### src/rtl/input_cmd_scheduler.sv
// input_cmd_scheduler
//   Turns keyboard levels and raw push-buttons into discrete move commands.
//   Buttons are synchronised and debounced. Held directions auto-repeat.
//   Simultaneous left+right is suppressed. The three directions are
//   arbitrated round-robin onto one valid/ready command channel, which is
//   gated while the game reports finished.
//
// Ports
//   clk                            : single clock, rising edge
//   rst                            : asynchronous reset, active low
//   key_left/key_right/key_fall    : keyboard levels, synchronous to clk
//   btn_left/btn_right/btn_fall    : raw asynchronous push-buttons
//   finish                         : game over, suppresses new commands
//   cmd_ready                      : consumer accepts the presented command
//   cmd_valid                      : command presented
//   cmd_code[1:0]                  : 01 left, 10 right, 11 fall, 00 none
//   held[2:0]                      : {fall, right, left} levels after conflict rule
module input_cmd_scheduler #(
  parameter int unsigned DEB_CYCLES   = 16,
  parameter int unsigned REPEAT_DELAY = 32,
  parameter int unsigned REPEAT_RATE  = 8
) (
  input  logic       clk,
  input  logic       rst,
  input  logic       key_left,
  input  logic       key_right,
  input  logic       key_fall,
  input  logic       btn_left,
  input  logic       btn_right,
  input  logic       btn_fall,
  input  logic       finish,
  input  logic       cmd_ready,
  output logic       cmd_valid,
  output logic [1:0] cmd_code,
  output logic [2:0] held
);

  localparam int unsigned DW = $clog2(DEB_CYCLES) + 1;
  localparam logic [DW-1:0] DEB_MAX    = DW'(DEB_CYCLES);
  localparam logic [15:0]   RPT_DLY    = 16'(REPEAT_DELAY);
  localparam logic [15:0]   RPT_RELOAD = 16'(REPEAT_DELAY - REPEAT_RATE);

  typedef enum logic [0:0] {
    S_IDLE  = 1'b0,
    S_ISSUE = 1'b1
  } state_t;

  // Round-robin positions: 0 = fall, 1 = left, 2 = right.
  // Vector bit indices: 0 = left, 1 = right, 2 = fall.
  function automatic logic [1:0] pos_bit(input logic [1:0] p);
    case (p)
      2'd0:    return 2'd2;
      2'd1:    return 2'd0;
      default: return 2'd1;
    endcase
  endfunction

  function automatic logic [1:0] pos_next(input logic [1:0] p);
    return (p == 2'd2) ? 2'd0 : p + 2'd1;
  endfunction

  logic [2:0]         btn_raw;
  logic [2:0]         key_lvl;
  logic [2:0]         sync1_q, sync2_q;
  logic [2:0][DW-1:0] deb_cnt_q, deb_cnt_d;
  logic [2:0]         deb_q, deb_d;
  logic [2:0]         lvl_raw, lvl_eff;
  logic [2:0]         lvl_q;
  logic [2:0]         rise;
  logic [2:0][15:0]   rep_q, rep_d;
  logic [2:0]         set_req;
  logic [2:0]         pend_q, pend_d;
  logic [2:0]         grant_vec;
  state_t             state_q, state_d;
  logic [1:0]         rr_q, rr_d;
  logic [1:0]         gpos_q, gpos_d;
  logic [1:0]         code_q, code_d;
  logic [1:0]         srch_pos;
  logic               found;

  assign btn_raw = {btn_fall, btn_right, btn_left};
  assign key_lvl = {key_fall, key_right, key_left};

  // Two-flop synchroniser for the raw buttons.
  always_ff @(posedge clk or negedge rst) begin
    if (!rst) begin
      sync1_q <= '0;
      sync2_q <= '0;
    end else begin
      sync1_q <= btn_raw;
      sync2_q <= sync1_q;
    end
  end

  // Debounce: the counter runs only while the synced value disagrees with
  // the debounced state; DEB_CYCLES consecutive disagreements flip it.
  always_comb begin
    deb_d     = deb_q;
    deb_cnt_d = '0;
    for (int unsigned i = 0; i < 3; i++) begin
      if (sync2_q[i] != deb_q[i]) begin
        if (deb_cnt_q[i] + DW'(1) == DEB_MAX) begin
          deb_d[i] = sync2_q[i];
        end else begin
          deb_cnt_d[i] = deb_cnt_q[i] + DW'(1);
        end
      end
    end
  end

  // Combined level with left/right conflict suppression.
  always_comb begin
    lvl_raw = key_lvl | deb_q;
    lvl_eff = lvl_raw;
    if (lvl_raw[0] && lvl_raw[1]) begin
      lvl_eff[1:0] = 2'b00;
    end
  end

  assign rise = lvl_eff & ~lvl_q;

  // Request generation. The repeat counter counts held cycles since the
  // press; on reaching REPEAT_DELAY it reloads so that it hits the same
  // value again every REPEAT_RATE cycles.
  always_comb begin
    rep_d   = '0;
    set_req = '0;
    for (int unsigned i = 0; i < 3; i++) begin
      if (!finish && lvl_eff[i]) begin
        if (rise[i]) begin
          set_req[i] = 1'b1;
        end else if (rep_q[i] + 16'd1 == RPT_DLY) begin
          set_req[i] = 1'b1;
          rep_d[i]   = RPT_RELOAD;
        end else begin
          rep_d[i] = rep_q[i] + 16'd1;
        end
      end
    end
  end

  // Arbiter next-state and grant.
  always_comb begin
    state_d   = state_q;
    rr_d      = rr_q;
    gpos_d    = gpos_q;
    code_d    = code_q;
    grant_vec = '0;
    srch_pos  = rr_q;
    found     = 1'b0;
    case (state_q)
      S_IDLE: begin
        if (!finish && (|pend_q)) begin
          for (int unsigned k = 0; k < 3; k++) begin
            if (!found && pend_q[pos_bit(srch_pos)]) begin
              found                       = 1'b1;
              grant_vec[pos_bit(srch_pos)] = 1'b1;
              gpos_d                      = srch_pos;
              code_d                      = pos_bit(srch_pos) + 2'd1;
            end
            srch_pos = pos_next(srch_pos);
          end
          state_d = S_ISSUE;
        end
      end
      S_ISSUE: begin
        if (cmd_ready) begin
          state_d = S_IDLE;
          rr_d    = pos_next(gpos_q);
          code_d  = '0;
        end
      end
      default: state_d = S_IDLE;
    endcase
  end

  // A set in the same cycle as a grant wins, leaving the flag pending.
  always_comb begin
    pend_d = (pend_q & ~grant_vec) | set_req;
    if (finish) begin
      pend_d = '0;
    end
  end

  always_ff @(posedge clk or negedge rst) begin
    if (!rst) begin
      deb_cnt_q <= '0;
      deb_q     <= '0;
      lvl_q     <= '0;
      rep_q     <= '0;
      pend_q    <= '0;
      state_q   <= S_IDLE;
      rr_q      <= '0;
      gpos_q    <= '0;
      code_q    <= '0;
    end else begin
      deb_cnt_q <= deb_cnt_d;
      deb_q     <= deb_d;
      lvl_q     <= lvl_eff;
      rep_q     <= rep_d;
      pend_q    <= pend_d;
      state_q   <= state_d;
      rr_q      <= rr_d;
      gpos_q    <= gpos_d;
      code_q    <= code_d;
    end
  end

  assign cmd_valid = (state_q == S_ISSUE);
  assign cmd_code  = code_q;
  assign held      = lvl_q;

endmodule

### config.mk
export PLATFORM = sky130hd
export DESIGN_NAME = input_cmd_scheduler
export DESIGN_NICKNAME = d
export VERILOG_FILES = /design/src/rtl/input_cmd_scheduler.sv
export SDC_FILE = /design/constraint.sdc
export NUM_CORES = 1
export LEC_CHECK = 0
export BUFFER_PORTS_ARGS = -buffer_cell sky130_fd_sc_hd__buf_2
export CORE_MARGIN = 2
export CORE_UTILIZATION = 35
export CTS_CLUSTER_DIAMETER = 150
export DETAILED_ROUTE_END_ITERATION = 8
export SYNTH_ARGS = -nofsm -noshare
export SYNTH_HDL_FRONTEND = slang
export SYNTH_SLANG_ARGS = --single-unit
### constraint.sdc
create_clock -name clk -period 4 [get_ports clk]
set_input_delay 0.8 -clock clk [delete_from_list [all_inputs] [get_ports clk]]
set_output_delay 0.8 -clock clk [all_outputs]
set_load 0.02 [all_outputs]
==> impl_metrics.env, run 1 <==
export IMPL_die_x_um=114.5
export IMPL_drt_wl_total_um=7858
export IMPL_layout_min_cycle_time_ns=2.511
export IMPL_htree_levels=3
export IMPL_yosys_area_top_type_share=0.4978
export IMPL_yosys_top_cells_area="dfrtp_1, nor2_1, xnor2_1"
export IMPL_yosysTopAreaCell="dfrtp_1"
export IMPL_drt_first_pass_iters=4
export IMPL_wl_met1_um=3935
export IMPL_dr_max_layer_used="met4"
export IMPL_clockBufferDepth=2
export IMPL_drive_above_1_share=0.1006
export IMPL_dr_wl_met2_um=3612
export IMPL_min_path_type="reg -> reg"
export IMPL_hold_viol_final=0
export IMPL_status="finished, final reports clean"
export IMPL_slowest_delay_ns=0.56
export IMPL_fmax_mhz=398.2
export IMPL_critPathKind="reg -> reg"
export IMPL_grt_overflow=0
export IMPL_dpl_hpwl_um=5544
export IMPL_path_cells="ha_1 > nand4_2 > or4_4 > a2111oi_4 > o2111ai_2 > o21bai_2 > nor2_1"
export IMPL_synth_cell_type_count=47
export IMPL_cts_setup_buffers=0
export IMPL_synthFlopType="dfrtp_1"
export IMPL_setup_violations=0
export IMPL_path_max_fanout=8
export IMPL_area_delta_synth_final_pct=12.97
export IMPL_grt_pass1_vias=2977
export IMPL_path_clk_slew_ns=0.06
export IMPL_core_area_mm2=0.01196
export IMPL_syn_nets=461
export IMPL_ctsHoldBuffers=0
export IMPL_synth_edff_count=0
export IMPL_placed_area_mm2=0.004512
export IMPL_synthTopCellsByCount="dfrtp_1, nor2_1, nand2_1, xnor2_1, nand3_1"
export IMPL_layout_setup_ws_ns=1.489
export IMPL_yosys_warnings=0
export IMPL_grt_pass1_wl_um=13740
export IMPL_grt_start_max_net_pins=63
export IMPL_leakage_uw=0.001967
export IMPL_pwr_density_cell_mw_per_mm2=400.7
export IMPL_ios=16
export IMPL_numCtsBuffers=9
export IMPL_cts_tree="yes"
export IMPL_synth_most_common_cell="dfrtp_1"
export IMPL_wl_met3_um=217
export IMPL_place_congestion=0.8091
export IMPL_clkSinkCount=85
export IMPL_relSlewSlack=0.4957
export IMPL_maxSlewViolCount=0
export IMPL_cpMaxStageDelayCell="or4_4"
export IMPL_antenna_cells=0
export IMPL_cp_arrival_ns=2.71
export IMPL_grt_total_usage=0.1290
export IMPL_synth_cells=443
export IMPL_antenna_found_initial=0
export IMPL_seq_area_frac_synth=0.4978
export IMPL_synthArstFlopShare=1.000
export IMPL_design_area_mm2=0.004827
export IMPL_cap_viol_max_count=0
export IMPL_initial_core_util=0.3572
export IMPL_tightest_slew_ns=0.7564
export IMPL_cts_resized=0
export IMPL_avgSynthCellArea_um2=9.645
export IMPL_fin_skew_ns=0.005632
export IMPL_synth_seq_cells=85
export IMPL_wl_per_cell_um=12.80
export IMPL_finalCritPeriodShare=0.6278
export IMPL_drc_errors=0
export IMPL_die_area_mm2=0.01311
export IMPL_drtAntennaViolNets=0
export IMPL_num_rows=40
export IMPL_die_y_um=114.5
export IMPL_crit_required_ns=4.20
export IMPL_via_count=3132
export IMPL_cts_root_buf="clkbuf_16"
export IMPL_synth_area_mm2=0.004273
export IMPL_vias_per_cell=5.101
export IMPL_final_cells=614
export IMPL_drt_iter0_markers=229
export IMPL_cp_end_kind="flop"
export IMPL_p_total_uw=1934
export IMPL_crit_path_start_kind="flop"
export IMPL_finalSetupTns_ns=0
export IMPL_fillers=1150
export IMPL_dpl_cell_count=599
export IMPL_final_nets=481
export IMPL_ir_drop_mv=0.2098
export IMPL_port_buffers=15
export IMPL_dp_slack_ns=1.511
export IMPL_insertion_delay_ns=0.33
export IMPL_rsz0062_at_grt="no"
==> critical path, delay by kind of cell (launching register included) <==
family                   cells  cell delay, ns
AO/OA/AOI/OAI                3            0.87
AND/OR/NAND/NOR              3            0.83
flip-flops                   1            0.40
adder cells (fa/ha/maj)      1            0.28
==> registers in the layout, indices dropped and copies added, names as in the netlist <==
name,flops
cmd_code,2
cmd_valid,1
deb_cnt_q,15
deb_q,3
gpos_q,2
held,3
pend_q,3
rep_q,48
rr_q,2
sync1_q,3
sync2_q,3
==> path summary, 6_finish.rpt <==
| path | start | to | slack (ns) | cells past startpoint |
|---|---|---|---|---|
| min in group asynchronous | rst | deb_cnt_q[9] | 0.54 | 1 |
| max in group asynchronous | rst | rep_q[9] | 2.65 | 2 |
| min | sync1_q[0] | sync2_q[0] | 0.35 | 0 |
| max | rep_q[32] | rep_q[39] | 1.49 | 7 |
| max reg2reg | rep_q[32] | rep_q[39] | 1.49 | 7 |
| min reg2reg | sync1_q[0] | sync2_q[0] | 0.35 | 0 |
==> power breakdown <==
group	switching (µW)	internal (µW)
Sequential	40.4	898
Clock	317	559
Combinational	75.8	44.0
Total	433	1500
==> cell families after synthesis <==
group	synth area share
AOI/OAI and AO/OA	0.09751
xor gates and xnor gates	0.1148
adders and majority gates	0.02343
buffers and inverters	0.02108
DFF	0.4978
muxes	0.01025
and+or+nand+nor	0.2351
==> area by class of cell <==
type / instances / area [µm²] / share of cell area
inverters: 16 / 60.06 / 0.01244
flip-flops and latches: 85 / 2127 / 0.4406
well taps: 147 / 183.9 / 0.03810
repair buffers: 16 / 85.08 / 0.01763
clock buffers: 11 / 242.7 / 0.05029
multi-input cells: 335 / 2056 / 0.4259
clock inverters: 4 / 72.57 / 0.01503
==> routing by layer <==
| layer | vias to the layer above | GRT usage |
|---|---|---|
| li1 | 1584 | - |
| met1 | 1496 | 0.1749 |
| met2 | 42 | 0.2032 |
| met3 | 10 | 0.03229 |
| met4 | 0 | 0.04065 |
| met5 | - | 0 |
==> layout by cell type, fill, tap and decap left out, drive strengths merged, types with 2 or more instances in the layout <==
master / n
a211oi: 2
o21a: 2
bufinv: 2
nand3: 25
o31ai: 4
xor2: 24
nand4: 11
ha: 8
o21ai: 16
a311oi: 3
a31o: 4
clkbuf: 11
and4: 3
and3: 5
nor3: 19
nor4: 9
inv: 16
o211ai: 3
or4: 3
mux2: 3
or2: 6
buf: 16
dfrtp: 85
nand2: 34
nor2b: 10
xnor2: 32
a21oi: 11
nor2: 75
or3: 7
==> per-stage QoR <==
stage / utilization / hold WS, ns
after global routing: 0.4036 / 0.3582
after detailed placement: 0.3772 / 0.3358
after floorplan: - / 0.3312
final: 0.4036 / 0.3461
after global placement: 0.3772 / 0.3351
after CTS: 0.4036 / 0.3507
Note: power is estimated with default switching activity, not from simulation.
==> inputs of run 2 (changes only) <==
==> constraint.sdc (replaced) <==
create_clock -name clk -period 2.2 [get_ports clk]
set_input_delay 0.44 -clock clk [delete_from_list [all_inputs] [get_ports clk]]
set_output_delay 0.44 -clock clk [all_outputs]
set_load 0.02 [all_outputs]
==> impl_metrics.env, run 2 (same netlist as run 1, synthesis figures left out) <==
export IMPL_status="finished, final reports clean"
export IMPL_vias_per_cell=5.067
export IMPL_cts_tree="yes"
export IMPL_multi_input_area_mm2=0.002122
export IMPL_num_rows=40
export IMPL_clockBufferDepth=2
export IMPL_relSlewSlack=0.6203
export IMPL_drive_above_1_share=0.1794
export IMPL_min_path_type="in -> async"
export IMPL_drtAntennaViolNets=0
export IMPL_final_cell_mix="dfrtp_1, nor2_1, nand2_1"
export IMPL_setup_violations=0
export IMPL_layout_min_cycle_time_ns=2.187
export IMPL_drt_first_pass_iters=4
export IMPL_r2r_end="rep_q[33]"
export IMPL_grt_pass1_wl_um=14760
export IMPL_initial_core_util=0.3572
export IMPL_reg2reg_from="rep_q[33]"
export IMPL_tightest_slew_ns=0.5648
export IMPL_antenna_found_initial=0
export IMPL_cp_end_kind="flop"
export IMPL_mostFrequentLayoutCell="dfrtp_1"
export IMPL_clkSinkCount=85
export IMPL_die_x_um=114.5
export IMPL_area_delta_synth_final_pct=19.06
export IMPL_rsz0062_at_grt="yes"
export IMPL_grt_overflow=0
export IMPL_antenna_cells=0
export IMPL_r2r_cells=7
export IMPL_port_buffers=15
export IMPL_die_area_mm2=0.01311
export IMPL_pwr_density_cell_mw_per_mm2=662.5
export IMPL_regMostFlops="rep_q"
export IMPL_path_clk_slew_ns=0.07
export IMPL_regArea_mm2=0.002127
export IMPL_critPathKind="reg -> reg"
export IMPL_rrSetupSlack_ns=0.01
export IMPL_insertion_delay_ns=0.34
export IMPL_finalCritPeriodShare=0.9939
export IMPL_ir_drop_mv=0.3466
export IMPL_largestRegisters="rep_q: 48 flops, deb_cnt_q: 15 flops"
export IMPL_fmax_mhz=457.3
export IMPL_crit_path_end="rep_q[33]"
export IMPL_path_max_fanout=8
export IMPL_place_congestion=0.8900
export IMPL_leakage_uw=0.002095
export IMPL_placed_area_mm2=0.004732
export IMPL_grt_total_usage=0.1411
export IMPL_fillers=1152
export IMPL_post_route_util=0.4253
export IMPL_critPathLaunch="rep_q[33]"
export IMPL_grt_start_max_net_pins=39
export IMPL_cp_arrival_ns=2.40
export IMPL_ctsHoldBuffers=0
export IMPL_ios=16
export IMPL_maxSlewViolCount=0
export IMPL_final_nets=509
export IMPL_via_count=3258
export IMPL_drt_wl_total_um=8434
export IMPL_htree_levels=3
export IMPL_largest_reg_flops=48
export IMPL_hold_viol_final=0
export IMPL_wl_per_cell_um=13.12
export IMPL_die_y_um=114.5
export IMPL_drc_errors=0
export IMPL_grt_pass1_vias=3253
export IMPL_drt_iter0_markers=165
export IMPL_cap_viol_max_count=0
export IMPL_crit_path_start_kind="flop"
export IMPL_numCtsBuffers=9
export IMPL_fin_skew_ns=0.004699
export IMPL_crit_required_ns=2.42
export IMPL_cts_root_buf="clkbuf_16"
export IMPL_core_area_mm2=0.01196
export IMPL_dpl_hpwl_um=6119
export IMPL_design_area_mm2=0.005087
-- run 2: through the flow --
stage | instances | hold WS, ns | worst slack [ns] | total power [µW] | setup TNS, ns
global route | 643 | 0.05894 | -0.09022 | 3542 | -0.5779
CTS | 640 | 0.04013 | 0.01382 | 3426 | 0
global placement | 624 | 0.3351 | 0.04286 | 1955 | 0
detailed placement | 624 | 0.3364 | 0.01815 | 1967 | 0
finish | 643 | 0.02846 | 0.01339 | 3371 | 0
floorplan | 443 | 0.1444 | 0.01124 | 1850 | 0
-- run 2: area by class of cell --
class | instances | area share
clock buffers | 10 | 0.04697
flip-flops and latches | 85 | 0.4181
multi-input cells | 335 | 0.4171
repair buffers | 44 | 0.06050
well taps | 147 | 0.03615
clock inverters | 6 | 0.009346
inverters | 16 | 0.01181
-- run 2: repair_timing --
action / CTS / global route
resized for setup: 0 / 11
buffers inserted: 0 / 3
setup endpoints to repair: 0 / 23
-- run 2: how the worst min path moves through the flow --
stage	start	end	slack, ns	depth (start not counted)
2_1_floorplan	rst	cmd_code[0]	0.14	0
4_1_cts	rst	deb_cnt_q[9]	0.04	1
3_3_place_gp	sync1_q[1]	sync2_q[1]	0.34	0
5_1_grt	rst	deb_cnt_q[9]	0.06	1
6_report	rst	deb_cnt_q[9]	0.03	1
3_5_place_dp	sync1_q[0]	sync2_q[0]	0.34	0
-- run 2: per-layer routing --
metal  track usage  routed length [µm]
met3       0.03600                 220
met5             0                   0
met2        0.2320                4068
met1        0.1795                4027
met4       0.05203                 118
-- run 2: power breakdown --
part | switching [µW] | internal [µW] | leakage, µW
Clock | 634 | 803 | 0.000133
Sequential | 75.4 | 1630 | 0.00115
Combinational | 140 | 86.8 | 0.000813
-- run 2: critical path, cell delays in order, from the launching register on --
cell	delay (ns)
dfrtp_1	0.39
ha_4	0.15
nand4_2	0.07
or4_4	0.50
a2111oi_4	0.31
o2111ai_2	0.23
o21bai_4	0.32
nor2_1	0.09
